`src/rtl/snes_pad_scan.sv`:
```
// snes_pad_scan: SNES/NES controller scanner. Drives latch/clock, shifts NUM_PADS
// data lines in parallel and publishes an atomic active-high snapshot per frame.
// Optional feature macro: SNES_PAD_PRESENT_EN (one extra bit per pad as presence flag).
module snes_pad_scan #(
  parameter int unsigned NUM_PADS   = 2,
  parameter int unsigned NBITS      = 16,
  parameter int unsigned TICK_DIV   = 288,
  parameter int unsigned AUTO_TICKS = 2778
) (
  input  logic                      CLK6X,
  input  logic                      RSTn,
  input  logic                      start_i,
  input  logic                      auto_en_i,
  output logic                      NESLATCH,
  output logic                      NESCLOCK,
  input  logic [NUM_PADS-1:0]       NESDATA,
  output logic [NUM_PADS*NBITS-1:0] pad_data_o,
  output logic                      valid_o,
  output logic                      busy_o,
  output logic [NUM_PADS-1:0]       present_o
);

  localparam int unsigned DW = $clog2(TICK_DIV + 1);
  localparam int unsigned AW = $clog2(AUTO_TICKS + 1);
  localparam int unsigned BW = $clog2(NBITS + 1);
  localparam int unsigned IW = (NBITS > 1) ? $clog2(NBITS) : 1;
`ifdef SNES_PAD_PRESENT_EN
  localparam logic [BW-1:0] ExtraBit = BW'(NBITS);
  localparam logic [BW-1:0] LastBit  = BW'(NBITS);
`else
  localparam logic [BW-1:0] LastBit  = BW'(NBITS - 1);
`endif

  typedef enum logic [2:0] {StIdle, StLatch, StLow, StHigh, StDone} state_e;

  state_e                             state_q, state_d;
  logic [DW-1:0]                      div_q, div_d;
  logic [BW-1:0]                      bit_q, bit_d;
  logic                               latch_ph_q, latch_ph_d;
  logic [NUM_PADS-1:0]                sync1_q, sync2_q;
  logic [NUM_PADS-1:0][NBITS-1:0]     shift_q, pad_q;
  logic                               latch_q, clk_q, valid_q, busy_q;
  logic [DW-1:0]                      auto_div_q;
  logic [AW-1:0]                      auto_cnt_q;
  logic                               tick, auto_tick, auto_start, scan_start;
  logic                               sample_en, sample_data;
  logic [IW-1:0]                      sidx;
`ifdef SNES_PAD_PRESENT_EN
  logic                               sample_extra;
  logic [NUM_PADS-1:0]                raw_q, present_q;
`endif

  // Tick strobes for the scan divider and the free-running auto divider.
  always_comb begin
    tick       = (state_q != StIdle) && (div_q == DW'(TICK_DIV - 1));
    auto_tick  = (auto_div_q == DW'(TICK_DIV - 1));
    auto_start = auto_en_i && (state_q == StIdle) && auto_tick &&
                 (auto_cnt_q == AW'(AUTO_TICKS - 1));
    scan_start = start_i || auto_start;
  end

  // Next-state logic; divider is pinned to 0 in idle so the first tick lands TICK_DIV later.
  always_comb begin
    state_d    = state_q;
    bit_d      = bit_q;
    latch_ph_d = latch_ph_q;
    div_d      = (state_q == StIdle || tick) ? '0 : div_q + 1'b1;
    unique case (state_q)
      StIdle: begin
        if (scan_start) begin
          state_d    = StLatch;
          bit_d      = '0;
          latch_ph_d = 1'b0;
        end
      end
      StLatch: begin
        if (tick) begin
          if (latch_ph_q) state_d = StLow;
          else            latch_ph_d = 1'b1;
        end
      end
      StLow: begin
        if (tick) state_d = StHigh;
      end
      StHigh: begin
        if (tick) begin
          if (bit_q == LastBit) begin
            state_d = StDone;
          end else begin
            bit_d   = bit_q + 1'b1;
            state_d = StLow;
          end
        end
      end
      StDone:  state_d = StIdle;
      default: state_d = StIdle;
    endcase
  end

  // Sample on the edge that enters LOW, i.e. the same edge that drops NESCLOCK.
  always_comb begin
    sample_en    = (state_q != StLow) && (state_d == StLow);
    sidx         = bit_d[IW-1:0];
`ifdef SNES_PAD_PRESENT_EN
    sample_extra = sample_en && (bit_d == ExtraBit);
    sample_data  = sample_en && !sample_extra;
`else
    sample_data  = sample_en;
`endif
  end

  // FSM state, registered pad lines and frame-atomic output publication.
  always_ff @(posedge CLK6X or negedge RSTn) begin
    if (!RSTn) begin
      state_q    <= StIdle;
      div_q      <= '0;
      bit_q      <= '0;
      latch_ph_q <= 1'b0;
      latch_q    <= 1'b0;
      clk_q      <= 1'b1;
      busy_q     <= 1'b0;
      valid_q    <= 1'b0;
      pad_q      <= '0;
`ifdef SNES_PAD_PRESENT_EN
      present_q  <= '0;
`endif
    end else begin
      state_q    <= state_d;
      div_q      <= div_d;
      bit_q      <= bit_d;
      latch_ph_q <= latch_ph_d;
      latch_q    <= (state_d == StLatch);
      clk_q      <= (state_d != StLow);
      busy_q     <= (state_d != StIdle);
      valid_q    <= (state_q == StDone);
      if (state_q == StDone) begin
`ifdef SNES_PAD_PRESENT_EN
        for (int p = 0; p < int'(NUM_PADS); p++) begin
          pad_q[p] <= raw_q[p] ? '0 : shift_q[p];
        end
        present_q <= ~raw_q;
`else
        pad_q <= shift_q;
`endif
      end
    end
  end

  // Two-flop synchroniser per data line; idle level is high (released).
  always_ff @(posedge CLK6X or negedge RSTn) begin
    if (!RSTn) begin
      sync1_q <= '1;
      sync2_q <= '1;
    end else begin
      sync1_q <= NESDATA;
      sync2_q <= sync1_q;
    end
  end

  // Shift capture; pad lines are active low so data bits are stored inverted.
  always_ff @(posedge CLK6X or negedge RSTn) begin
    if (!RSTn) begin
      shift_q <= '0;
`ifdef SNES_PAD_PRESENT_EN
      raw_q   <= '1;
`endif
    end else begin
      if (sample_data) begin
        for (int p = 0; p < int'(NUM_PADS); p++) begin
          shift_q[p][sidx] <= ~sync2_q[p];
        end
      end
`ifdef SNES_PAD_PRESENT_EN
      if (sample_extra) raw_q <= sync2_q;
`endif
    end
  end

  // Auto-scan timer: advances only while enabled and idle, cleared when disabled.
  always_ff @(posedge CLK6X or negedge RSTn) begin
    if (!RSTn) begin
      auto_div_q <= '0;
      auto_cnt_q <= '0;
    end else if (!auto_en_i) begin
      auto_div_q <= '0;
      auto_cnt_q <= '0;
    end else if (state_q == StIdle) begin
      if (auto_tick) begin
        auto_div_q <= '0;
        auto_cnt_q <= (auto_cnt_q == AW'(AUTO_TICKS - 1)) ? '0 : auto_cnt_q + 1'b1;
      end else begin
        auto_div_q <= auto_div_q + 1'b1;
      end
    end
  end

  assign NESLATCH   = latch_q;
  assign NESCLOCK   = clk_q;
  assign pad_data_o = pad_q;
  assign valid_o    = valid_q;
  assign busy_o     = busy_q;
`ifdef SNES_PAD_PRESENT_EN
  assign present_o  = present_q;
`else
  assign present_o  = '1;
`endif

endmodule

```
`config.mk`:
```
export PLATFORM = sky130hd
export DESIGN_NAME = snes_pad_scan
export DESIGN_NICKNAME = d
export VERILOG_FILES = /design/src/rtl/snes_pad_scan.sv
export SDC_FILE = /design/constraint.sdc
export NUM_CORES = 1
export LEC_CHECK = 0
export BUFFER_PORTS_ARGS = -buffer_cell sky130_fd_sc_hd__clkbuf_2
export CAP_MARGIN = 5
export CELL_PAD_IN_SITES_DETAIL_PLACEMENT = 0
export CELL_PAD_IN_SITES_GLOBAL_PLACEMENT = 1
export CORE_ASPECT_RATIO = 1.25
export CORE_MARGIN = 3
export CORE_UTILIZATION = 48
export DETAILED_ROUTE_END_ITERATION = 10
export GPL_ROUTABILITY_DRIVEN = 0
export HOLD_SLACK_MARGIN = 0.1
export PLACE_DENSITY = 0.81
export SLEW_MARGIN = 20
export SYNTH_ARGS = -nofsm -noshare
export SYNTH_HDL_FRONTEND = slang
export SYNTH_SLANG_ARGS = --single-unit
```
`constraint.sdc`:
```
create_clock -name CLK6X -period 3.13 [get_ports CLK6X]
set_input_delay 0.4695 -clock CLK6X [delete_from_list [all_inputs] [get_ports CLK6X]]
set_output_delay 0.4695 -clock CLK6X [all_outputs]
set_load 0.005 [all_outputs]
```
Yosys cells after proc, flatten, opt, wreduce, memory -nomap -nowiden
Index checks and enable logic that the tools add are counted.
W data, S select, Z words.
{"block": "totals", "register_bits": 111, "latch_bits": 0, "mem_bits_rw": 0, "romBits": 0, "input_bits": 6, "out_inout_bits": 38, "wordCells": 85, "memories": 0}
{"block": "classes", "addsub": 4, "multipliers": 0, "div_mod_pow": 0, "n_lt_le_gt_ge": 2, "eq_ne": 18, "n_shift": 0, "n_mux": 26, "n_bitwise": 2, "n_reduce_logical": 16}
{"op": "$mux W12", "n": 4}
{"op": "$mux W9", "n": 4}
{"op": "$bwmux W16", "n": 2}
{"op": "$add A9 B1 Y9 const B", "n": 2}
{"op": "$eq A9 B9 Y1 const B", "n": 2}
{"op": "$mux W3", "n": 6}
{"op": "$mux W5", "n": 3}
{"op": "$add A12 B1 Y12 const B", "n": 1}
{"op": "$eq A12 B12 Y1 const B", "n": 1}
{"op": "$pmux W3 S4", "n": 1}
{"op": "$pmux W5 S2", "n": 1}
{"op": "$eq A3 B2 Y1 const B", "n": 3}
{"op": "$ne A2 B2 Y1 const B", "n": 4}
{"op": "$eq A3 B1 Y1 const B", "n": 2}
{"op": "$logic_and A1 B1 Y1", "n": 6}
{"op": "$ne A3 B2 Y1 const B", "n": 2}
{"op": "$reduce_bool A3 Y1", "n": 2}
{"op": "$add A5 B1 Y5 const B", "n": 1}
{"op": "$eq A5 B4 Y1 const B", "n": 1}
{"op": "$lt A4 B5 Y1 const B", "n": 1}
{"op": "$demux W1 S4", "n": 1}
{"op": "$ge A4 B1 Y1 const B", "n": 1}
{"op": "$ne A2 B1 Y1 const B", "n": 2}
{"op": "$reduce_and A4 Y1", "n": 1}
{"op": "9 further kinds", "n": 14}

Logic depth before layout (Yosys ltp)
Gate-level depths: netlist (run 1).
{"block": "logic_depth", "word_depth": 12, "mapped_depth": 10}

Least setup slack after synthesis (run 1)
No wires, ideal clock.
{"block": "synth_timing", "kind": "reg2reg", "start": "register div_q[5]", "end": "register shift_q[23] (netlist bit)", "setup_time_ps": 79, "arrival_ps": 2450, "t_required_ps": 3051, "slack_ps": 600, "path_stages_with_launch": 8, "path_buffers": 1, "period_less_slack_ps": 2530, "cell_sequence": "dfrtp_1 > buf_6 > or4b_4 > nor4_4 > mux2_2 > nand2b_1 > nor3_1 > mux2i_1"}
{"block": "synth_between", "elab_chain_len": 9, "word_cells_on_any_way": 16, "cone_classes": "2 x order compare; 2 x eq/ne; 9 x mux; 3 x reduce/logical"}
{"element": "start, declared", "line_no": "37", "source": "logic [DW-1:0] div_q, div_d;"}
{"element": "start signal, assigned", "line_no": "129", "source": "div_q <= div_d;"}
{"element": "$eq A9 B9 Y1 (*)", "line_no": "55", "source": "tick = (state_q != StIdle) && (div_q == DW'(TICK_DIV - 1));"}
{"element": "$logic_and A1 B1 Y1 (*)", "line_no": "55"}
{"element": "$mux W5", "line_no": "86", "source": "if (tick) begin"}
{"element": "$pmux W5 S2", "line_no": "68", "source": "unique case (state_q)"}
{"element": "$lt A4 B5 Y1 (implied by the code) or $ge A4 B1 Y1 (tied branches)", "line_no": "170", "source": "shift_q[p][sidx] <= ~sync2_q[p];"}
{"element": "$logic_and A1 B1 Y1 (implied by the code)", "line_no": "170"}
{"element": "$mux W1 (implied by the code)", "line_no": "170"}
{"element": "$demux W1 S4", "line_no": "170"}
{"element": "$bwmux W16", "line_no": "170"}
{"element": "end signal, assigned by index", "line_no": "170"}
{"element": "end, declared", "line_no": "41", "source": "logic [NUM_PADS-1:0][NBITS-1:0] shift_q, pad_q;"}
Mark *: on every way between the ends. The rest lies on a longest branch, timed or not. The select of a mux whose other input is x is not followed.
A chain may end at the register's enable or synchronous reset.

Final worst setup path (run 1)
{"block": "layout_timing", "start": "register div_q[0]", "end": "register shift_q[9] (netlist bit)"}
Same word-level chain as after synthesis.

==> results of run 1 <==
## layout make-up
type,instances,area (um2)
timing repair buffer,47,265.3
fill,888,4478
clock inverter,6,66.31
tap,129,161.4
clock buffer,10,229.0
inverter,38,142.6
multi-input combinational,285,2082
sequential,111,2784
## kinds of logic (layout without fill, tap and decap cells)
group           count (synthesis)  in the layout
xor+xnor                       15             15
fa+ha+maj                       5              5
other cells                     1              2
mux                            69             69
simple gates                  149            149
flops                         111            111
buf+inv                        59            101
compound gates                 45             45
## metrics by stage
stage                     cell area, um2  std cells  power, mW  hold slack [ps]
after CTS                           5731        626      2.894            176.8
after global routing                5731        626      2.968            190.4
after detailed placement            5435        610      1.745            347.0
after floorplan                     5100        455      1.671            173.9
after global placement              5435        610      1.739            345.5
final                               5731        626      2.860            144.0
## per-layer routing
| layer | share of wire [%] | vias up |
|---|---|---|
| met5 | 0 | - |
| met2 | 47 | 58 |
| met4 | 2.7 | 0 |
| li1 | - | 1649 |
| met1 | 47 | 1689 |
| met3 | 3.1 | 17 |
## Yosys cell counts (3+ instances only)
library cell,count,area [um2]
nor3_1,9,45.04
ha_1,5,62.56
mux2_2,34,382.9
nand4b_1,4,35.03
nand4_1,9,56.30
nand2b_1,7,43.79
nand2_1,34,127.6
nor2_1,26,97.59
xor2_1,9,78.83
nand3_1,22,110.1
xnor2_1,6,52.55
and3_1,6,37.54
o41ai_1,3,26.28
dfrtp_1,106,2653
mux2i_1,35,350.3
dfstp_2,5,131.4
clkbuf_1,15,56.30
o21ai_0,24,120.1
a21oi_1,5,25.02
and2_1,4,25.02
inv_1,38,142.6
o31ai_1,3,22.52
## flip-flops by register name (all words and copies together) (netlist names), 2 cells and up
register and flops:
auto_cnt_q 12, auto_div_q 9, bit_q 5, div_q 9, pad_data_o 32, shift_q 32
state_q 3, sync1_q 2, sync2_q 2
## power by group through the flow
stage | combinational (mW) | clock [mW] | sequential, mW
floorplan | 0.131 | 0 | 1.54
global placement | 0.179 | 0 | 1.56
detailed placement | 0.183 | 0 | 1.56
CTS | 0.182 | 1.18 | 1.53
global route | 0.206 | 1.22 | 1.54
finish | 0.179 | 1.15 | 1.54
## worst max-delay path, stage by stage (launching register included)
cell     delay, ps
dfrtp_1        390
ha_1           240
and4_1         320
and4b_1        350
a21oi_1        130
o22ai_1        710
nand4_1        320
mux2i_1        200
## worst max-delay path by stage
stage / start / endpoint / slack (ps) / cells past startpoint
floorplan: div_q[5]$_DFF_PN0_ / shift_q[23]$_DFFE_PN0P_ / 600 / 7
global placement: div_q[0]$_DFF_PN0_ / shift_q[24]$_DFFE_PN0P_ / 380 / 7
detailed placement: div_q[0]$_DFF_PN0_ / shift_q[9]$_DFFE_PN0P_ / 330 / 7
CTS: div_q[0]$_DFF_PN0_ / shift_q[9]$_DFFE_PN0P_ / 320 / 7
global route: div_q[0]$_DFF_PN0_ / shift_q[9]$_DFFE_PN0P_ / 20 / 7
finish: div_q[0]$_DFF_PN0_ / shift_q[9]$_DFFE_PN0P_ / 330 / 7
## cell usage in the layout (no fill, tap or decap), types with 3 or more instances in the layout
cell type	n
a21oi_1	5
and2_1	4
and3_1	6
buf_4	6
clkbuf_16	9
clkbuf_2	40
dfrtp_1	106
dfstp_2	5
ha_1	5
inv_1	38
mux2_2	34
mux2i_1	35
nand2_1	34
nand2b_1	7
nand3_1	22
nand4_1	9
nand4b_1	4
nor2_1	26
nor3_1	9
o21ai_0	24
o31ai_1	3
o41ai_1	3
xnor2_1	6
xor2_1	9
==> flow_summary_export.csv, run 1 <==
group,metric,value,unit
status,status,"complete, no violations",
routing,wl,9.532,mm
die,core_area,0.01021,mm2
synthesis,ys_types,55,
global_route,grt_use_met2,26.66,%
synthesis,netlist_area,0.005096,mm2
die,pin_count,44,
power_and_ir_drop,netSwitchingFraction,24.01,%
timing,post-route-period-util,89.46,%
synthesis,ys.warnings.count,0,
routing,drt_iter0_markers,146,
worst_setup_path,start_kind,"flip-flop",
worst_setup_path,r2r_setup_slack,330,ps
routing,via_count,3413,
timing,finalHoldViolations,0,
worst_setup_path,crit_path_end_kind,"flip-flop",
clock_tree,cts_buffers,9,
synthesis,ys_ff_latch,111,
timing,setup_viol_count_final,0,
global_route,grt_max_degree,61,
worst_setup_path,cp.arrival,3010,ps
die,die_h,121.2,um
power_and_ir_drop,p_comb_share,6.3,%
die,die_w,98.16,um
clock_tree,clk_pin_slew,70,ps
global_route,antenna_found_initial,0,
synthesis,synth_xor_area_share,2.578,%
timing,worstMarginPinSlew,882.5,ps
synthesis,synth-compound-area-share,5.401,%
run,drv_cap,0,
timing,fmax,357.1,MHz
worst_setup_path,worst_r2r_endpoint,"shift_q[9]$_DFFE_PN0P_",
final_layout,layout.nets,503,
global_route,use_met1,23.69,%
synthesis,ys_dominant_reg_cell,"dfrtp_1",
routing,dr.pass1.iters,4,
timing,relSlewSlack,41.17,%
die,start_util,49.92,%
synthesis,synth-simple-area-share,17.01,%
routing,ant_nets,0,
synthesis,synthArstFlopShare,100.0,%
routing,wl_per_cell,15.23,um
global_route,top_usage_layer,"met2",
synthesis,synth_top_family_by_area,"simple AND/OR/NAND/NOR gates",
final_layout,final_util,56.13,%
power_and_ir_drop,leakage,2.835,nW
die,dieArea,0.01190,mm2
power_and_ir_drop,vdd_drop_max,273.0,uV
synthesis,synth.area.mux_share,14.39,%
clock_tree,ctsHoldBuffers,0,
clock_tree,cts_resized,0,
synthesis,synthCells,454,
power_and_ir_drop,power_frac_seq,53.7,%
clock_tree,clkSinkCount,111,
placement,place_ws,331.3,ps
timing,post-route-min-period,2800,ps
global_route,grt_pass1_wl,16.54,mm
power_and_ir_drop,clkPwrFrac,40.0,%
clock_tree,clkLatencyLatePin,350,ps
worst_setup_path,required,3340,ps
timing,worst_slack,330.0,ps
power_and_ir_drop,powerDensity,499.1,mW/mm2
clock_tree,htreeDepth,3,
global_route,grt_overflow,0,
clock_tree,clock-root-buffer,"clkbuf_16",
global_route,grt_pass1_vias,3445,
worst_setup_path,cp_max_fo,11,
timing,tns,0,ps
synthesis,synth-edff-count,0,
synthesis,yosys.area_share.adder,1.228,%
die,rows,41,
synthesis,ys_seq_area_share,54.63,%
final_layout,drive_gt1_share,23.74,%
worst_setup_path,r2r.worst_path.cells,7,
final_layout,n_antenna_cell,0,
clock_tree,cts_buffer_depth,2,
worst_setup_path,critical_path_class,"flip-flop to flip-flop",
hold_path,min_path_type,"input port to asynchronous set/reset pin",
timing,slew_viol_final,0,
clock_tree,cts_tree,"done",
power_and_ir_drop,internal-power,2.173,mW
placement,port_buffers,41,
routing,drc,0,
placement,hpwl,6.671,mm
global_route,met3_usage,2.530,%
timing,rsz0062_at_grt,"false",
worst_setup_path,worst_r2r_startpoint,"div_q[0]$_DFF_PN0_",
global_route,grt_usage,17.21,%
clock_tree,postCtsSetupBuffers,0,
routing,vias_per_cell,5.452,
synthesis,avgSynthCellArea,11.22,um2
timing,final.setup_skew,10.64,ps
final_layout,area_growth,12.45,%
power_and_ir_drop,switchingPower,0.6868,mW
(Power assumes the default switching activity.)
==> run 2, diff against run 1 <==
- ABC_AREA: unset -> 1
- CORE_UTILIZATION: 48 -> 45
==> run 2 against run 1 <==
- sequential cell count stayed put
- setup slack gained 310 ps
- routed wire length up 15%
- via count up 23%
- sequential share of layout area down 0.79 points
- combinational power is 70% lower
- non-clock buffer count is 3 lower
- synthesized area grew 1.9%
- critical path depth up 7
- critical endpoint is now shift_q[18]$_DFFE_PN0P_
- largest cell class unchanged
==> flow_summary_export.csv, run 2 <==
group,metric,value,unit
clock_tree,clkSinkCount,111,
global_route,grt_usage,18.14,%
power_and_ir_drop,vdd_drop_max,280.4,uV
power_and_ir_drop,power,2.726,mW
synthesis,synth_top_cells_by_count,"nand2_1, dfrtp_1, nand3_1",
worst_setup_path,critical_path_class,"flip-flop to flip-flop",
die,pin_count,44,
worst_setup_path,worst_r2r_endpoint,"shift_q[18]$_DFFE_PN0P_",
worst_setup_path,cp.arrival,2730,ps
timing,worst_slack,639.2,ps
run,drv_cap,0,
worst_setup_path,worst_r2r_startpoint,"auto_div_q[0]$_DFFE_PN0P_",
placement,port_buffers,41,
final_layout,final_util,52.06,%
clock_tree,htreeDepth,3,
routing,wl,10.98,mm
placement,placed_cell_area,0.005503,mm2
final_layout,final_cell_mix,"nand2_1, dfrtp_1, nand3_1, inv_1, nor2_1",
final_layout,layout.cells.most_common,"nand2_1",
die,die_h,126.1,um
clock_tree,cts_buffer_depth,2,
synthesis,ys_types,37,
timing,slew_viol_final,0,
timing,holdWs,158.6,ps
clock_tree,ctsHoldBuffers,0,
final_layout,fillers,1035,
clock_tree,cts_resized,0,
worst_setup_path,required,3370,ps
worst_setup_path,r2r.worst_path.cells,14,
timing,post-route-period-util,79.58,%
global_route,grt_max_degree,61,
timing,relSlewSlack,36.27,%
final_layout,area_growth,12.17,%
routing,dr.pass1.iters,5,
routing,drc,0,
global_route,grt_pass1_vias,3998,
timing,final.setup_skew,10.12,ps
synthesis,avgSynthCellArea,8.244,um2
timing,tns,0,ps
power_and_ir_drop,power_frac_seq,52.8,%
die,die_w,102.1,um
power_and_ir_drop,powerDensity,467.9,mW/mm2
power_and_ir_drop,internal-power,2.153,mW
placement,hpwl,7.542,mm
clock_tree,clock-root-buffer,"clkbuf_16",
clock_tree,cts_buffers,9,
synthesis,netlist_area,0.005194,mm2
worst_setup_path,r2r_setup_slack,640,ps
routing,vias_per_cell,5.202,
routing,wl_per_cell,13.59,um
routing,via_count,4203,
global_route,grt_pass1_wl,19.01,mm
hold_path,min_path_type,"input port to asynchronous set/reset pin",
synthesis,synthCells,630,
global_route,antenna_found_initial,0,
synthesis,ys_seq_area_share,53.60,%
die,rows,43,
clock_tree,clkLatencyLatePin,350,ps
placement,place_inst,792,
synthesis,ys.warnings.count,0,
final_layout,layout.nets,679,
clock_tree,postCtsSetupBuffers,0,
power_and_ir_drop,switchingPower,0.5727,mW
synthesis,synthArstFlopShare,100.0,%
routing,ant_nets,0,
power_and_ir_drop,p_comb_share,1.9,%
timing,finalHoldViolations,0,
synthesis,ys_ff_latch,111,
final_layout,drive_gt1_share,13.67,%
die,start_util,46.41,%
worst_setup_path,start_kind,"flip-flop",
clock_tree,clk_pin_slew,70,ps
timing,setup_viol_count_final,0,
die,dieArea,0.01288,mm2
power_and_ir_drop,clkPwrFrac,45.3,%
global_route,grt_overflow,0,
synthesis,synth-edff-count,0,
final_layout,instances_no_fill,808,
final_layout,n_antenna_cell,0,
timing,post-route-min-period,2491,ps
synthesis,netlist.area_leader.share,51.07,%
worst_setup_path,crit_path_end_kind,"flip-flop",
synthesis,ys_dominant_reg_cell,"dfrtp_1",
synthesis,yosys-top-cells-area,"dfrtp_1, nand2_1, nand3_1, inv_1, nor2_1",
placement,place_ws,667.0,ps
synthesis,yosysTopAreaCell,"dfrtp_1",
power_and_ir_drop,netSwitchingFraction,21.01,%
routing,drt_iter0_markers,268,
timing,fmax,401.5,MHz
worst_setup_path,cp_max_fo,48,
die,core_area,0.01119,mm2
final_layout,design_area,0.005826,mm2
status,status,"complete, no violations",
power_and_ir_drop,leakage,3.110,nW
clock_tree,cts_tree,"done",
timing,worstMarginPinSlew,954.8,ps
synthesis,yosysMostFrequentCell,"nand2_1",
timing,rsz0062_at_grt,"false",
-- run 2: power groups by stage --
stage               Sequential [mW]  Clock (mW)  Combinational (mW)
floorplan                      1.47           0              0.0158
global placement               1.47           0              0.0549
detailed placement             1.47           0              0.0555
CTS                            1.44        1.26              0.0555
global route                   1.44        1.33              0.0627
finish                         1.44        1.23              0.0530
-- run 2: metal layers --
layer / track usage, % / up-vias / routed length, um
met5: 0 / - / 0
met4: 4.479 / 0 / 129
met3: 4.100 / 12 / 519
met2: 27.75 / 109 / 5096
met1: 26.25 / 1982 / 5235
li1: - / 2100 / -
-- run 2: critical path, cell delays in order (launching register included) --
cell and delay, ps:
dfrtp_1 410, ha_1 230, nand2_1 70, nor2_1 60, nand2_1 120, nor2_2 60
nand2_1 140, nand2_1 110, nand2_2 150, nand3_2 130, nor3_4 130, buf_4 410
nand3_1 180, nand2_1 100, nand2_1 50
-- run 2: area by class of cell --
type,instances,area [um2],share of cell area [%]
Tap cell,135,168.9,2.899
Multi-Input combinational cell,446,2097,36.00
Inverter,56,210.2,3.608
Sequential cell,111,2784,47.79
Clock inverter,6,93.84,1.611
Timing Repair Buffer,44,242.7,4.167
Clock buffer,10,229.0,3.930
-- run 2: cell families (layout without fill, tap and decap cells) --
group / after synthesis / count (layout) / synth area share (%)
and+or+nand+nor: 390 / 390 / 33.22
AOI/OAI and AO/OA: 41 / 41 / 4.433
buffers and inverters: 74 / 116 / 6.095
muxes: 1 / 1 / 0.1927
other: 1 / 2 / 0.07220
adders and majority gates: 5 / 5 / 1.205
DFF: 111 / 111 / 53.60
xor gates and xnor gates: 7 / 7 / 1.180
-- run 2: worst max-delay path by stage --
| stage | cells after the start | startpoint | slack [ps] | endpoint |
|---|---|---|---|---|
| 2_1_floorplan | 12 | div_q[0]$_DFF_PN0_ | 1220 | shift_q[10]$_DFFE_PN0P_ |
| 3_3_place_gp | 14 | auto_div_q[0]$_DFFE_PN0P_ | 710 | shift_q[11]$_DFFE_PN0P_ |
| 5_1_grt | 13 | div_q[0]$_DFF_PN0_ | 400 | shift_q[1]$_DFFE_PN0P_ |
| 3_5_place_dp | 14 | auto_div_q[0]$_DFFE_PN0P_ | 670 | shift_q[25]$_DFFE_PN0P_ |
| 4_1_cts | 14 | auto_div_q[0]$_DFFE_PN0P_ | 640 | shift_q[19]$_DFFE_PN0P_ |
| 6_report | 14 | auto_div_q[0]$_DFFE_PN0P_ | 640 | shift_q[18]$_DFFE_PN0P_ |
==> run 3, diff against run 2 <==
- clock period: 3.13 -> 2.5 ns (I/O delays scaled with it)
==> run 3 against run 2 <==
- sequential power is 25% higher
- critical path depth is 1 higher
- register-to-register slack worse by 430 ps
- hold slack worse by 43 ps
- largest cell class unchanged
- cell count is 1.2% higher
- clock-buffer cell count stayed put
- sequential cell count stayed put
- critical path type unchanged
- via count is 0.55% lower
- non-clock buffer count is 11 higher
==> flow_summary_export.csv, run 3 (synthesis gave the netlist of run 2 again) <==
group,metric,value,unit
routing,drt_iter0_markers,249,
final_layout,multi_input_area,0.002125,mm2
timing,post-route-min-period,2294,ps
worst_setup_path,cp.arrival,2580,ps
worst_setup_path,cp_common_cell,"nand2_1",
placement,place_inst,796,
placement,placed_cell_area,0.005558,mm2
timing,worst_slack,205.5,ps
timing,finalHoldViolations,0,
die,pin_count,44,
timing,relSlewSlack,61.14,%
clock_tree,clk_pin_slew,70,ps
global_route,grt_max_degree,49,
placement,place_ws,182.3,ps
worst_setup_path,crit_chain,"ha_1, nand2_1, nor2_2, nand2_1, nor2_2, nand2_2, nand2_2, nand2_4, nand3_2, nor3_4, buf_4, buf_4, clkbuf_16, nand3_1, nand2_1",
die,die_h,126.1,um
timing,holdWs,116.1,ps
timing,worstMarginPinSlew,582.2,ps
global_route,antenna_found_initial,0,
routing,drc,0,
timing,slew_viol_final,0,
global_route,grt_usage,18.53,%
worst_setup_path,critical_path_class,"flip-flop to flip-flop",
die,core_area,0.01119,mm2
timing,fmax,435.8,MHz
routing,wl_per_cell,13.88,um
clock_tree,cts_buffer_depth,2,
timing,tns,0,ps
clock_tree,clkSinkCount,111,
hold_path,min_path_type,"input port to flip-flop",
timing,post-route-period-util,91.78,%
final_layout,seq_area,0.002784,mm2
worst_setup_path,crit_path_end_kind,"flip-flop",
clock_tree,clock-root-buffer,"clkbuf_16",
status,status,"complete, no violations",
global_route,grt_pass1_wl,19.35,mm
timing,final.setup_skew,9.778,ps
power_and_ir_drop,vdd_drop_max,356.5,uV
run,drv_cap,0,
die,rows,43,
clock_tree,cts_tree,"done",
worst_setup_path,slowest_delay,410,ps
routing,via_count,4180,
worst_setup_path,required,2780,ps
worst_setup_path,start_kind,"flip-flop",
die,die_w,102.1,um
final_layout,layout.cells.most_common,"nand2_1",
final_layout,fillers,1058,
global_route,grt_pass1_vias,4080,
final_layout,instances_no_fill,818,
placement,port_buffers,41,
final_layout,final_cell_mix,"nand2_1, dfrtp_1, nand3_1, inv_1, clkbuf_2",
timing,setup_viol_count_final,0,
final_layout,n_antenna_cell,0,
routing,dr.pass1.iters,5,
placement,hpwl,7.768,mm
clock_tree,htreeDepth,3,
die,start_util,46.41,%
clock_tree,cts_buffers,9,
power_and_ir_drop,powerDensity,552.9,mW/mm2
die,dieArea,0.01288,mm2
global_route,grt_overflow,0,
final_layout,design_area,0.005971,mm2
final_layout,layout.nets,690,
routing,ant_nets,0,
final_layout,area_growth,14.96,%
worst_setup_path,cp_max_fo,24,
power_and_ir_drop,leakage,3.189,nW
routing,wl,11.36,mm
final_layout,drive_gt1_share,15.96,%
worst_setup_path,crit_slowest_cell,"dfrtp_1",
clock_tree,clkLatencyLatePin,340,ps
routing,vias_per_cell,5.110,
-- run 3: metal layers --
metal  GRT usage (%)  wire length [um]
met2           28.09              5271
met1           27.17              5407
met5               0                 0
met3           3.657               495
met4           5.097               181
-- run 3: what timing repair did --
item / 4_1_cts / 5_1_grt
hold buffers: 1 / 0
buffers inserted: 0 / 4
hold endpoints to repair: 38 / 0
setup endpoints to repair: 0 / 20
gates resized for setup: 0 / 9
-- run 3: worst max-delay path, delay by kind of cell (launching register included) --
kind	cells	cell delay, ps
buffers and inverters	3	460
adders and majority gates	1	240
DFF	1	410
and+or+nand+nor	11	1120
-- run 3: final timing paths --
path | endpoint | slack, ps | depth (start not counted) | start
worst max-delay path | shift_q[10]$_DFFE_PN0P_ | 210 | 15 | auto_div_q[0]$_DFFE_PN0P_
worst min-delay path | sync1_q[0]$_DFF_PN1_ | 120 | 1 | NESDATA[0]
worst max register to register | shift_q[10]$_DFFE_PN0P_ | 210 | 15 | auto_div_q[0]$_DFFE_PN0P_
worst min register to register | sync2_q[1]$_DFF_PN1_ | 360 | 0 | sync1_q[1]$_DFF_PN1_
max in group asynchronous | sync2_q[0]$_DFF_PN1_ | 1280 | 3 | RSTn
min in group asynchronous | auto_cnt_q[3]$_DFFE_PN0P_ | 570 | 2 | RSTn
-- run 3: cell type report --
cell class	instances	share of cell area, %
sequential	111	46.63
multi-input combinational	446	35.58
timing repair buffer	55	6.496
clock buffer	10	4.003
inverter	56	3.521
tap	135	2.829
clock inverter	5	0.9430
-- run 3: power by group --
part           switching, mW  internal, mW
Clock                  0.628         0.799
Sequential          0.000856          1.80
Combinational         0.0587        0.0147
-- run 3: metrics by stage --
stage	util, %	power, mW
after floorplan	-	1.856
after global placement	49.66	1.910
after detailed placement	49.66	1.911
after CTS	52.39	3.347
after global routing	53.35	3.417
final	53.35	3.301
